**src/rtl/reg_transfer_sequencer.sv**
```systemverilog
// -----------------------------------------------------------------------------
// reg_transfer_sequencer
//
// Multi-cycle control sequencer for the R0-R7/B0 register file. One command
// is accepted at a time over CMD_VALID/CMD_READY. The block then steps through
// the execute states and drives the register-file write bus (S_BUS) and store
// enables (SR for R0-R7, SB0 for B0). ADD/SUB go through B0, which is the
// accumulator operand, so they overwrite B0 as a visible side effect.
//
// Optional feature macro: REGSEQ_SWAP_EN
//   defined   : opcode 101 (SWAP) executes in three cycles through B0 (EX3 exists)
//   undefined : opcode 101 is illegal (DONE+ERR, no writes) and EX3 is absent
//
// Ports
//   CLK        clock, rising edge
//   CLR        asynchronous active-high reset
//   CMD_VALID  command offered           CMD_READY  sequencer idle, can accept
//   CMD_OP     opcode                    CMD_RD/RS/RT register indices
//   CMD_IMM    LDI immediate
//   R_Q        packed R0..R7 from the register file (Ri at [WIDTH*i +: WIDTH])
//   B0_Q       B0 from the register file
//   S_BUS      write data to the register file
//   SR         one-hot store enable for R0..R7
//   SB0        store enable for B0
//   DONE       pulse in the final execute cycle
//   ERR        pulse with DONE for an illegal/disabled opcode
//   FLAG_C     carry (ADD) or borrow (SUB) of the last arithmetic command
// -----------------------------------------------------------------------------
module reg_transfer_sequencer #(
    parameter int WIDTH = 16,
    parameter int NREG  = 8
) (
    input  logic                      CLK,
    input  logic                      CLR,
    input  logic                      CMD_VALID,
    output logic                      CMD_READY,
    input  logic [2:0]                CMD_OP,
    input  logic [$clog2(NREG)-1:0]   CMD_RD,
    input  logic [$clog2(NREG)-1:0]   CMD_RS,
    input  logic [$clog2(NREG)-1:0]   CMD_RT,
    input  logic [WIDTH-1:0]          CMD_IMM,
    input  logic [WIDTH*NREG-1:0]     R_Q,
    input  logic [WIDTH-1:0]          B0_Q,
    output logic [WIDTH-1:0]          S_BUS,
    output logic [NREG-1:0]           SR,
    output logic                      SB0,
    output logic                      DONE,
    output logic                      ERR,
    output logic                      FLAG_C
);

    localparam int IDXW = $clog2(NREG);

    localparam logic [2:0] OP_NOP  = 3'b000;
    localparam logic [2:0] OP_MOV  = 3'b001;
    localparam logic [2:0] OP_LDI  = 3'b010;
    localparam logic [2:0] OP_ADD  = 3'b011;
    localparam logic [2:0] OP_SUB  = 3'b100;
`ifdef REGSEQ_SWAP_EN
    localparam logic [2:0] OP_SWAP = 3'b101;
`endif

`ifdef REGSEQ_SWAP_EN
    typedef enum logic [1:0] {IDLE = 2'd0, EX1 = 2'd1, EX2 = 2'd2, EX3 = 2'd3} state_e;
`else
    typedef enum logic [1:0] {IDLE = 2'd0, EX1 = 2'd1, EX2 = 2'd2} state_e;
`endif

    state_e              state_q, state_d;
    logic [2:0]          op_q;
    logic [IDXW-1:0]     rd_q, rs_q, rt_q;
    logic [WIDTH-1:0]    imm_q;
    logic                flag_c_q, flag_c_d;
    logic                accept_s;

    logic [WIDTH-1:0]    r_s [NREG];
    logic [WIDTH:0]      sum_s;
    logic [WIDTH:0]      diff_s;

    // One-hot store-enable decode of a register index.
    function automatic logic [NREG-1:0] dec_onehot(input logic [IDXW-1:0] idx);
        logic [NREG-1:0] v;
        v      = '0;
        v[idx] = 1'b1;
        return v;
    endfunction

    // Unpack the register file outputs into an indexable array.
    always_comb begin
        for (int i = 0; i < NREG; i++) begin
            r_s[i] = R_Q[WIDTH*i +: WIDTH];
        end
    end

    // 17-bit unsigned arithmetic: bit WIDTH is carry for the sum and, because
    // the subtraction wraps modulo 2^17, it is set exactly when B0_Q < R[rt].
    always_comb begin
        sum_s  = {1'b0, B0_Q} + {1'b0, r_s[rt_q]};
        diff_s = {1'b0, B0_Q} - {1'b0, r_s[rt_q]};
    end

    assign CMD_READY = (state_q == IDLE) & ~CLR;
    assign FLAG_C    = flag_c_q;

    // Next-state and per-cycle output decode from the state and latched command.
    always_comb begin
        state_d  = state_q;
        flag_c_d = flag_c_q;
        accept_s = 1'b0;
        S_BUS    = '0;
        SR       = '0;
        SB0      = 1'b0;
        DONE     = 1'b0;
        ERR      = 1'b0;
        case (state_q)
            IDLE: begin
                if (CMD_VALID) begin
                    accept_s = 1'b1;
                    state_d  = EX1;
                end else begin
                    state_d  = IDLE;
                end
            end
            EX1: begin
                case (op_q)
                    OP_NOP: begin
                        DONE    = 1'b1;
                        state_d = IDLE;
                    end
                    OP_MOV: begin
                        S_BUS   = r_s[rs_q];
                        SR      = dec_onehot(rd_q);
                        DONE    = 1'b1;
                        state_d = IDLE;
                    end
                    OP_LDI: begin
                        S_BUS   = imm_q;
                        SR      = dec_onehot(rd_q);
                        DONE    = 1'b1;
                        state_d = IDLE;
                    end
                    OP_ADD, OP_SUB: begin
                        // first operand is parked in B0 for the EX2 add/sub
                        S_BUS   = r_s[rs_q];
                        SB0     = 1'b1;
                        state_d = EX2;
                    end
`ifdef REGSEQ_SWAP_EN
                    OP_SWAP: begin
                        S_BUS   = r_s[rd_q];
                        SB0     = 1'b1;
                        state_d = EX2;
                    end
`endif
                    default: begin
                        DONE    = 1'b1;
                        ERR     = 1'b1;
                        state_d = IDLE;
                    end
                endcase
            end
            EX2: begin
                case (op_q)
                    OP_ADD: begin
                        S_BUS    = sum_s[WIDTH-1:0];
                        SR       = dec_onehot(rd_q);
                        DONE     = 1'b1;
                        flag_c_d = sum_s[WIDTH];
                        state_d  = IDLE;
                    end
                    OP_SUB: begin
                        S_BUS    = diff_s[WIDTH-1:0];
                        SR       = dec_onehot(rd_q);
                        DONE     = 1'b1;
                        flag_c_d = diff_s[WIDTH];
                        state_d  = IDLE;
                    end
`ifdef REGSEQ_SWAP_EN
                    OP_SWAP: begin
                        S_BUS   = r_s[rs_q];
                        SR      = dec_onehot(rd_q);
                        state_d = EX3;
                    end
`endif
                    default: begin
                        state_d = IDLE;
                    end
                endcase
            end
`ifdef REGSEQ_SWAP_EN
            EX3: begin
                // B0 holds the original R[rd] saved in EX1
                S_BUS   = B0_Q;
                SR      = dec_onehot(rs_q);
                DONE    = 1'b1;
                state_d = IDLE;
            end
`endif
            default: begin
                state_d = IDLE;
            end
        endcase
    end

    // State register and carry flag.
    always_ff @(posedge CLK or posedge CLR) begin
        if (CLR) begin
            state_q  <= IDLE;
            flag_c_q <= 1'b0;
        end else begin
            state_q  <= state_d;
            flag_c_q <= flag_c_d;
        end
    end

    // Command latch, loaded only on an accepted handshake in IDLE.
    always_ff @(posedge CLK or posedge CLR) begin
        if (CLR) begin
            op_q  <= 3'b000;
            rd_q  <= '0;
            rs_q  <= '0;
            rt_q  <= '0;
            imm_q <= '0;
        end else if (accept_s) begin
            op_q  <= CMD_OP;
            rd_q  <= CMD_RD;
            rs_q  <= CMD_RS;
            rt_q  <= CMD_RT;
            imm_q <= CMD_IMM;
        end else begin
            op_q  <= op_q;
            rd_q  <= rd_q;
            rs_q  <= rs_q;
            rt_q  <= rt_q;
            imm_q <= imm_q;
        end
    end

endmodule

```
**config.mk**
```make
export PLATFORM = sky130hd
export DESIGN_NAME = reg_transfer_sequencer
export DESIGN_NICKNAME = d
export VERILOG_FILES = /design/src/rtl/reg_transfer_sequencer.sv
export SDC_FILE = /design/constraint.sdc
export NUM_CORES = 1
export LEC_CHECK = 0
export CORE_MARGIN = 1
export CORE_UTILIZATION = 25
export DETAILED_ROUTE_END_ITERATION = 7
export MAX_ROUTING_LAYER = met4
export PLACE_DENSITY = 0.61
export SETUP_SLACK_MARGIN = 0.02
export SYNTH_ARGS = -nofsm -noshare
export SYNTH_HDL_FRONTEND = slang
export SYNTH_SLANG_ARGS = --single-unit
```
**constraint.sdc**
```tcl
create_clock -name CLK -period 6.47 [get_ports CLK]
set_input_delay 1.941 -clock CLK [delete_from_list [all_inputs] [get_ports CLK]]
set_output_delay 1.941 -clock CLK [all_outputs]
set_load 0.01 [all_outputs]
```
# Yosys cells after proc, flatten, opt, wreduce, memory -nomap -nowiden
# Index checks and enable logic that the tools add are counted.
[word_totals]
word_cells = 58
in_bits = 175
reg_bits = 31
output_inout_bits = 29
[op_classes]
bitwise = 4
mux = 26
n_eq_ne = 6
reduce_logical = 9
n_addsub = 2
n_lt_le_gt_ge = 4
[op_table]
columns = ["operator", "count"]
rows = [
  ["$bmux W16 S3", 2],
  ["$pmux W16 S2", 3],
  ["$mux W16", 4],
  ["$add A16 B16 Y17", 1],
  ["$sub A16 B16 Y17", 1],
  ["$mux W8", 2],
  ["$pmux W8 S2", 1],
  ["$mux W1", 9],
  ["$ge A4 B4 Y1 const B", 2],
  ["$not A3 Y4", 2],
  ["$eq A3 B2 Y1 const B", 2],
  ["$reduce_or A5 Y1", 1],
  ["$lt A3 B4 Y1 const B", 1],
  ["$pmux W1 S2", 2],
  ["$pmux W2 S2", 1],
  ["$reduce_or A2 Y1", 2],
  ["$demux W1 S3", 1],
  ["$eq A3 B1 Y1 const B", 1],
  ["$eq A3 B3 Y1 const B", 1],
  ["$ge A3 B1 Y1 const B", 1],
  ["$logic_not A3 Y1", 1],
  ["$reduce_or A3 Y1", 1],
  ["$eq A2 B1 Y1 const B", 1],
  ["$eq A2 B2 Y1 const B", 1],
  ["7 further kinds", 7],
]

# Longest topological paths before layout
# Gate-level depths: netlist of the first run.
[depth]
ltp_word = 7
mapped_depth = 13

# Least setup slack after synthesis of the first run
# No wires, ideal clock.
[synth_timing]
path_kind = "input-to-output"
from = "in R_Q[112]"
to = "out S_BUS[14]"
path_slack_ns = 0.171
t_arrival_ns = 4.358
cell_stages = 10
path_cell_list = "mux4_2 mux2_2 ha_1 fa_1 nor2b_1 o2111ai_1 a41oi_1 a211oi_1 o32ai_1 a21oi_1"
[synth_via]
elab_chain_cells = 6
word_cells_on_any_way = 7
classes_between = "2 x add/sub; 5 x mux"
[synth_rtl]
columns = ["item", "line", "source"]
rows = [
  ["from (decl)", "42", "input logic [WIDTH*NREG-1:0] R_Q,"],
  ["$bmux W16 S3 *", "98, 99", ""],
  ["$mux W16 (not written as such) * (2 in a row)", "98, 99", ""],
  ["$sub A16 B16 Y17 / $add A16 B16 Y17 (equally long branches)", "99, 98", ""],
  ["$pmux W16 S2 *", "163", "case (op_q)"],
  ["$pmux W16 S2 *", "115", "case (state_q)"],
  ["to (decl)", "44", "output logic [WIDTH-1:0] S_BUS,"],
]
# Mark *: on every way between the ends. The rest lies on a longest branch, timed or not. The select of a mux whose other input is x is not followed.

# Worst setup path after layout of the first run
[layout_timing]
from = "in R_Q[10]"
to = "out S_BUS[15]"
# The elaborated chain is that of the path after synthesis.

==> flow_summary.toml, run 1 <==
[global_routing]
grt_most_used_layer = "met2"
grt_usage_pct = 21.2
pin_count_of_the_biggest_net_entering_global_routing = 34
grt_pass1_wl_mm = 35.0
groute.layer.met3.usage_pct = 3.73
grt.met1_usage_pct = 26.2
antenna_found_initial = 1
groute.layer.met2.usage_pct = 35.5
grt_pass1_vias = 6246
grt_overflow_total = 0

[timing]
max-slew-margin-rel_pct = 23.5
slew_viol_final = 0
final-setup-viol-count = 10
grt_setup_unrepaired = "yes"
fmaxAchievable_ghz = 0.147
worst_slew_pin_slew_ns = 1.14
period_needed_ns = 6.79
share_of_the_cycle_needed_by_the_critical_path_after_routing_pct = 105
hold_violations = 0
worst_path_setup_slack_after_routing_ns = -0.320
fin_worst_skew_ns = 0.00528

[yosys]
dominant_register_cell_in_the_synthesized_netlist = "sky130_fd_sc_hd__dfrtp_1"
number_of_enable_flip_flop_cells_after_synthesis = 0
synth-async-reset-ratio_pct = 100
synth_top_area_share_pct = 26.1
ys_seq_elements = 31
syn_area_mm2 = 0.00552
ys_types = 78
synth_top_cell_by_area = "sky130_fd_sc_hd__mux4_2"
yosysWarningCount = 0
synthesis.area_per_instance_um2 = 9.65
netlist_instances = 572
post-synth-top-count-cell = "sky130_fd_sc_hd__mux4_2"
share_of_synthesized_area_occupied_by_flip_flops_and_latches_pct = 14.1
synth_top_cells_by_count = "sky130_fd_sc_hd__mux4_2, sky130_fd_sc_hd__nand2_1, sky130_fd_sc_hd__a21oi_1"
synthTopCellsByArea = "sky130_fd_sc_hd__mux4_2, sky130_fd_sc_hd__dfrtp_1, sky130_fd_sc_hd__ha_1"
postSynthNetCount = 784

[cells_and_area]
postLayoutCoreUtil_pct = 43.4
post_route_cells_drive_above_1_share_pct = 48.5
num-nets-final = 1083
area_growth_syn_to_layout_pct = 67.9
finalNonFillerCells = 1148
final.fill_count = 2130

[drt]
routedWlPerCell_um = 20.7
drtIter0Drc = 343
route.antenna.remaining_nets = 0
wl_mm = 23.8
detail_route.drc_violations = 0
drtPass1Iterations = 5
viasPerCell = 5.40
detailroute.via_count = 6197

[floorplanning]
die_width_um = 151
floorplan.rows = 53
die_area_mm2 = 0.0227
initial_utilization_pct = 25.8
core_region_area_mm2 = 0.0214
die-height_um = 151
io-pin-count = 204

[critical_path]
crit-reg2reg-capture = "FLAG_C"
critical_path.slowest_cell = "sky130_fd_sc_hd__or4_4"
critical_path_rt_ns = 4.53
critical-path-max-stage-delay_ns = 0.51
critPathKind = "input pin to output port"
cp-end-kind = "output port"
setup.reg_to_reg.worst_slack_ns = 2.96
setup.worst_path.start_class = "input pin"
timing.critical_path.from = "R_Q[10]"
timing.critical_path.cells = "clkdlybuf4s15_1, mux4_2, mux2i_2, ha_1, or4_4, or3_4, a211oi_2, nand3b_1, a31oi_1, a31oi_2, buf_2"
timing.reg2reg.worst_path_depth = 13
crit_arrival_ns = 4.85
regToRegStartpoint = "rt_q[0]"
timing.critical_path.fanout_max = 2

[pwr]
p_int_uw = 1790
netSwitchingPower_uw = 1430
cellPowerDensity_mw_per_mm2 = 347
power_switching_share_pct = 44.4
peakVddDrop_uv = 124
power.share.sequential_pct = 10.9
power.share.combinational_pct = 80.6
clkPwrFrac_pct = 8.5
p_leak_uw = 0.00382

[place]
pre_cts_slack_ns = -1.17
buffer_ports.inserted = 203
placedCellCount = 1104
finalWeightedCongestion = 0.933
dp.final_hpwl_mm = 18.9

[cts]
cts_max_level = 2
worstSkewPairLatency_ns = 0.28
cts_max_path_buffers = 2
cts.sinks = 31
clock-root-buffer = "sky130_fd_sc_hd__clkbuf_16"
cts.hold.buffers_added = 0
cts_inserted_buffers = 5
worst_setup_hold_path_clk_slew_ns = 0.05
tritoncts = "built"

[min_path]
worst_hold_path_stage_count = 1
hold_class = "flip-flop to flip-flop"
holdCritStartpoint = "imm_q[1]"
timing.hold.worst_endpoint = "imm_q[1]"

[status]
failed_checks = "negative setup slack"
run_status = "finished with violations"

[job]
max_cap_viol_count = 0
worst max-delay path by stage:
stage | endpoint | depth (start not counted)
3_5_place_dp | S_BUS[15] | 11
6_report | S_BUS[15] | 11
2_1_floorplan | S_BUS[14] | 10
5_1_grt | S_BUS[15] | 11
3_3_place_gp | S_BUS[11] | 12
4_1_cts | S_BUS[15] | 11
metal layers:
metal  up-vias  part of all wire (%)  routed length (µm)
met4         0                   2.6                 606
li1       2829                     -                   -
met5         -                     0                   0
met1      3020                    41                9720
met3        38                   7.8                1850
met2       310                    49               11600
kinds of logic after synthesis:
kind of cell             share of synthesized area (%)
flip-flops                                        14.1
XOR/XNOR                                         0.318
AND/OR/NAND/NOR                                   13.3
adder cells (fa/ha/maj)                           8.66
multiplexers                                      37.5
buffers and inverters                             6.21
AO/OA/AOI/OAI                                     20.0
layout by cell type, fill, tap and decap left out, types with 24 or more instances in the layout:
cell	n
sky130_fd_sc_hd__clkdlybuf4s50_1	77
sky130_fd_sc_hd__buf_4	112
sky130_fd_sc_hd__nor2_1	28
sky130_fd_sc_hd__clkdlybuf4s15_1	29
sky130_fd_sc_hd__buf_6	34
sky130_fd_sc_hd__mux2i_1	24
sky130_fd_sc_hd__dfrtp_1	29
sky130_fd_sc_hd__a21oi_1	31
sky130_fd_sc_hd__inv_1	36
sky130_fd_sc_hd__buf_2	53
sky130_fd_sc_hd__mux2_2	27
sky130_fd_sc_hd__mux4_2	64
sky130_fd_sc_hd__nand2_1	42
layout make-up:
type	instances	area, µm²	area share (%)
multi-input cells	461	5070	54.7
repair buffers	333	2750	29.7
flip-flops and latches	31	778	8.40
well taps	275	344	3.71
inverters	39	146	1.58
clock buffers	6	139	1.50
clock inverters	2	35.0	0.378
diodes	1	2.50	0.0270
sequential cells by signal, indices dropped and copies added (netlist names):
| signal | count |
|---|---|
| state_q | 2 |
| rt_q | 3 |
| imm_q | 16 |
| FLAG_C | 1 |
| op_q | 3 |
| rd_q | 3 |
| rs_q | 3 |
timing repair:
item	CTS	global route
gates cloned	0	0
setup endpoints to repair	15	14
buffers inserted	32	5
resized for setup	458	83
pin swaps	71	48
power groups by stage:
stage / Combinational [µW] / Clock, µW / Sequential, µW
final: 2590 / 273 / 349
after global routing: 2760 / 286 / 363
after floorplan: 1270 / 0 / 276
after CTS: 2430 / 277 / 350
after global placement: 2020 / 0 / 350
after detailed placement: 2030 / 0 / 352
through the flow:
stage	TNS [ns]	total power (µW)	hold WS, ns	instance area (µm²)
floorplan	0	1540	0.479	5520
global placement	-12.72	2370	0.491	8440
detailed placement	-13.01	2380	0.498	8440
CTS	-1.57	3060	0.510	9110
global route	-2.76	3400	0.537	9260
finish	-1.71	3210	0.509	9260
critical path: cells and delay by family:
kind / cells / cell delay [ns]
compound gates: 3 / 0.53
fa+ha+maj: 1 / 0.28
buf+inv: 2 / 0.35
mux: 2 / 0.69
simple gates: 3 / 1.07
(Power assumes the default switching activity.)
==> inputs of run 2 (changes only) <==
CAP_MARGIN = 20   (was unset)
CTS_BUF_LIST = sky130_fd_sc_hd__clkbuf_2   (was unset)
==> run 2 against run 1 <==
- the flow still finishes with violations (negative setup slack)
- die area did not move
- global-route usage rose by 0.20 points
- final cell count rose by 0.61%
- clock skew rose by 0.0078 ns
- largest power group unchanged
==> flow_summary.toml, run 2 (synthesis gave the netlist of run 1 again) <==
[timing]
max-slew-margin-rel_pct = 33.5
setup-tns-final_ns = -1.71
worst_slew_pin_slew_ns = 0.997
grt_setup_unrepaired = "yes"
period_needed_ns = 6.83
final-setup-viol-count = 10
fin_worst_skew_ns = 0.0131
hold_violations = 0
worst_path_setup_slack_after_routing_ns = -0.364
share_of_the_cycle_needed_by_the_critical_path_after_routing_pct = 106
slew_viol_final = 0
fmaxAchievable_ghz = 0.146

[critical_path]
critical_path_rt_ns = 4.53
crit-reg2reg-capture = "FLAG_C"
cp-end-kind = "output port"
setup.reg_to_reg.worst_slack_ns = 2.76
critPathKind = "input pin to output port"
regToRegStartpoint = "rt_q[2]"
crit_arrival_ns = 4.89
timing.critical_path.fanout_max = 2
timing.reg2reg.worst_path_depth = 14
setup.worst_path.start_class = "input pin"

[pwr]
peakVddDrop_uv = 146
cellPowerDensity_mw_per_mm2 = 342
p_leak_uw = 0.00387
power.total_uw = 3180

[floorplanning]
initial_utilization_pct = 25.8
die-height_um = 151
io-pin-count = 204
die_area_mm2 = 0.0227
floorplan.rows = 53
die_width_um = 151
core_region_area_mm2 = 0.0214

[global_routing]
grt_usage_pct = 21.4
grt_pass1_wl_mm = 35.6
grt_overflow_total = 0
pin_count_of_the_biggest_net_entering_global_routing = 34
antenna_found_initial = 1
grt_pass1_vias = 6421

[place]
buffer_ports.inserted = 203
detailed_place.area_mm2 = 0.00847
pre_cts_slack_ns = -1.17
dp.final_hpwl_mm = 18.9
finalWeightedCongestion = 0.933

[status]
run_status = "finished with violations"
failed_checks = "negative setup slack"

[cts]
cts.sinks = 31
worstSkewPairLatency_ns = 0.35
cts_inserted_buffers = 5
worst_setup_hold_path_clk_slew_ns = 0.16
cts.hold.buffers_added = 0
cts_max_level = 2
cts_max_path_buffers = 2
clock-root-buffer = "sky130_fd_sc_hd__clkbuf_2"
tritoncts = "built"

[drt]
wl_mm = 23.9
drtPass1Iterations = 5
routedWlPerCell_um = 20.7
route.antenna.remaining_nets = 0
drtIter0Drc = 328
detail_route.drc_violations = 0
detailroute.via_count = 6244
viasPerCell = 5.41

[cells_and_area]
postLayoutCoreUtil_pct = 43.6
area_growth_syn_to_layout_pct = 68.7
post_route_cells_drive_above_1_share_pct = 48.8
register_name_with_the_most_flops = "imm_q"
num-nets-final = 1090
layout.cells.most_common = "sky130_fd_sc_hd__buf_4"
most-common-layout-cells = "sky130_fd_sc_hd__buf_4, sky130_fd_sc_hd__clkdlybuf4s50_1, sky130_fd_sc_hd__mux4_2, sky130_fd_sc_hd__buf_2, sky130_fd_sc_hd__nand2_1"
final_cell_area_mm2 = 0.00931
multi_input_comb_area_mm2 = 0.00512
largest_register_ffs = 16
final.fill_count = 2101
flip_flop_and_latch_area_um2 = 778

[min_path]
hold_class = "flip-flop to flip-flop"
worst_hold_path_stage_count = 1
timing.hold.worst_endpoint = "imm_q[1]"
holdCritStartpoint = "imm_q[1]"

[job]
max_cap_viol_count = 0
==> run 2: where the power goes <==
group | internal (µW) | switching (µW) | leakage, µW
sequential | 249 | 98.8 | 0.000362
combinational | 1410 | 1290 | 0.00346
clock | 63.7 | 66.3 | 0.0000404
==> run 2: worst max-delay path by stage <==
stage / from / end / slack [ns] / depth (start not counted)
global route: R_Q[9] / S_BUS[15] / -0.42 / 11
CTS: R_Q[120] / S_BUS[15] / -0.35 / 11
global placement: R_Q[116] / S_BUS[11] / -1.15 / 12
finish: R_Q[89] / S_BUS[15] / -0.36 / 11
detailed placement: R_Q[90] / S_BUS[15] / -1.17 / 11
floorplan: R_Q[112] / S_BUS[14] / 0.17 / 10
==> run 2: repair_timing <==
action / CTS / global route
pin swaps: 83 / 42
endpoints found under the hold margin: 0 / 0
resized for setup: 457 / 81
cloned: 1 / 0
setup buffers: 41 / 8
endpoints found under the setup margin: 15 / 14
==> run 2: stage by stage <==
stage / std cells / hold slack [ns]
finish: 1155 / 0.532
global route: 1155 / 0.562
CTS: 1150 / 0.534
detailed placement: 1105 / 0.498
global placement: 1104 / 0.491
floorplan: 572 / 0.479
==> run 2: final cells by class <==
type | instances | area share, %
tap | 275 | 3.70
antenna | 1 | 0.0269
clock inverter | 3 | 0.417
inverter | 39 | 1.57
multi-input combinational | 461 | 55.0
timing repair buffer | 340 | 30.6
sequential | 31 | 8.36
clock buffer | 5 | 0.269
==> run 2: critical path, stage by stage <==
cell                            delay (ns)
sky130_fd_sc_hd__dlygate4sd2_1        0.24
sky130_fd_sc_hd__mux4_2               0.47
sky130_fd_sc_hd__mux2i_4              0.20
sky130_fd_sc_hd__ha_4                 0.24
sky130_fd_sc_hd__or4_4                0.54
sky130_fd_sc_hd__or3_4                0.39
sky130_fd_sc_hd__a211oi_2             0.23
sky130_fd_sc_hd__nand3b_1             0.18
sky130_fd_sc_hd__a31oi_1              0.11
sky130_fd_sc_hd__a31oi_2              0.19
sky130_fd_sc_hd__buf_2                0.17
==> run 2: per-layer routing <==
| metal | vias up | wire length (µm) | global-route usage [%] |
|---|---|---|---|
| met5 | - | 0 | - |
| met4 | 0 | 682 | 5.81 |
| met3 | 42 | 1820 | 3.85 |
| met2 | 296 | 11900 | 35.9 |
| met1 | 3065 | 9570 | 26.2 |
| li1 | 2841 | - | - |
==> inputs of run 3 (changes only) <==
TNS_END_PERCENT = 100   (was unset)
==> results of run 3 <==
Final layout, timing and power as in run 2 (identical DEF).
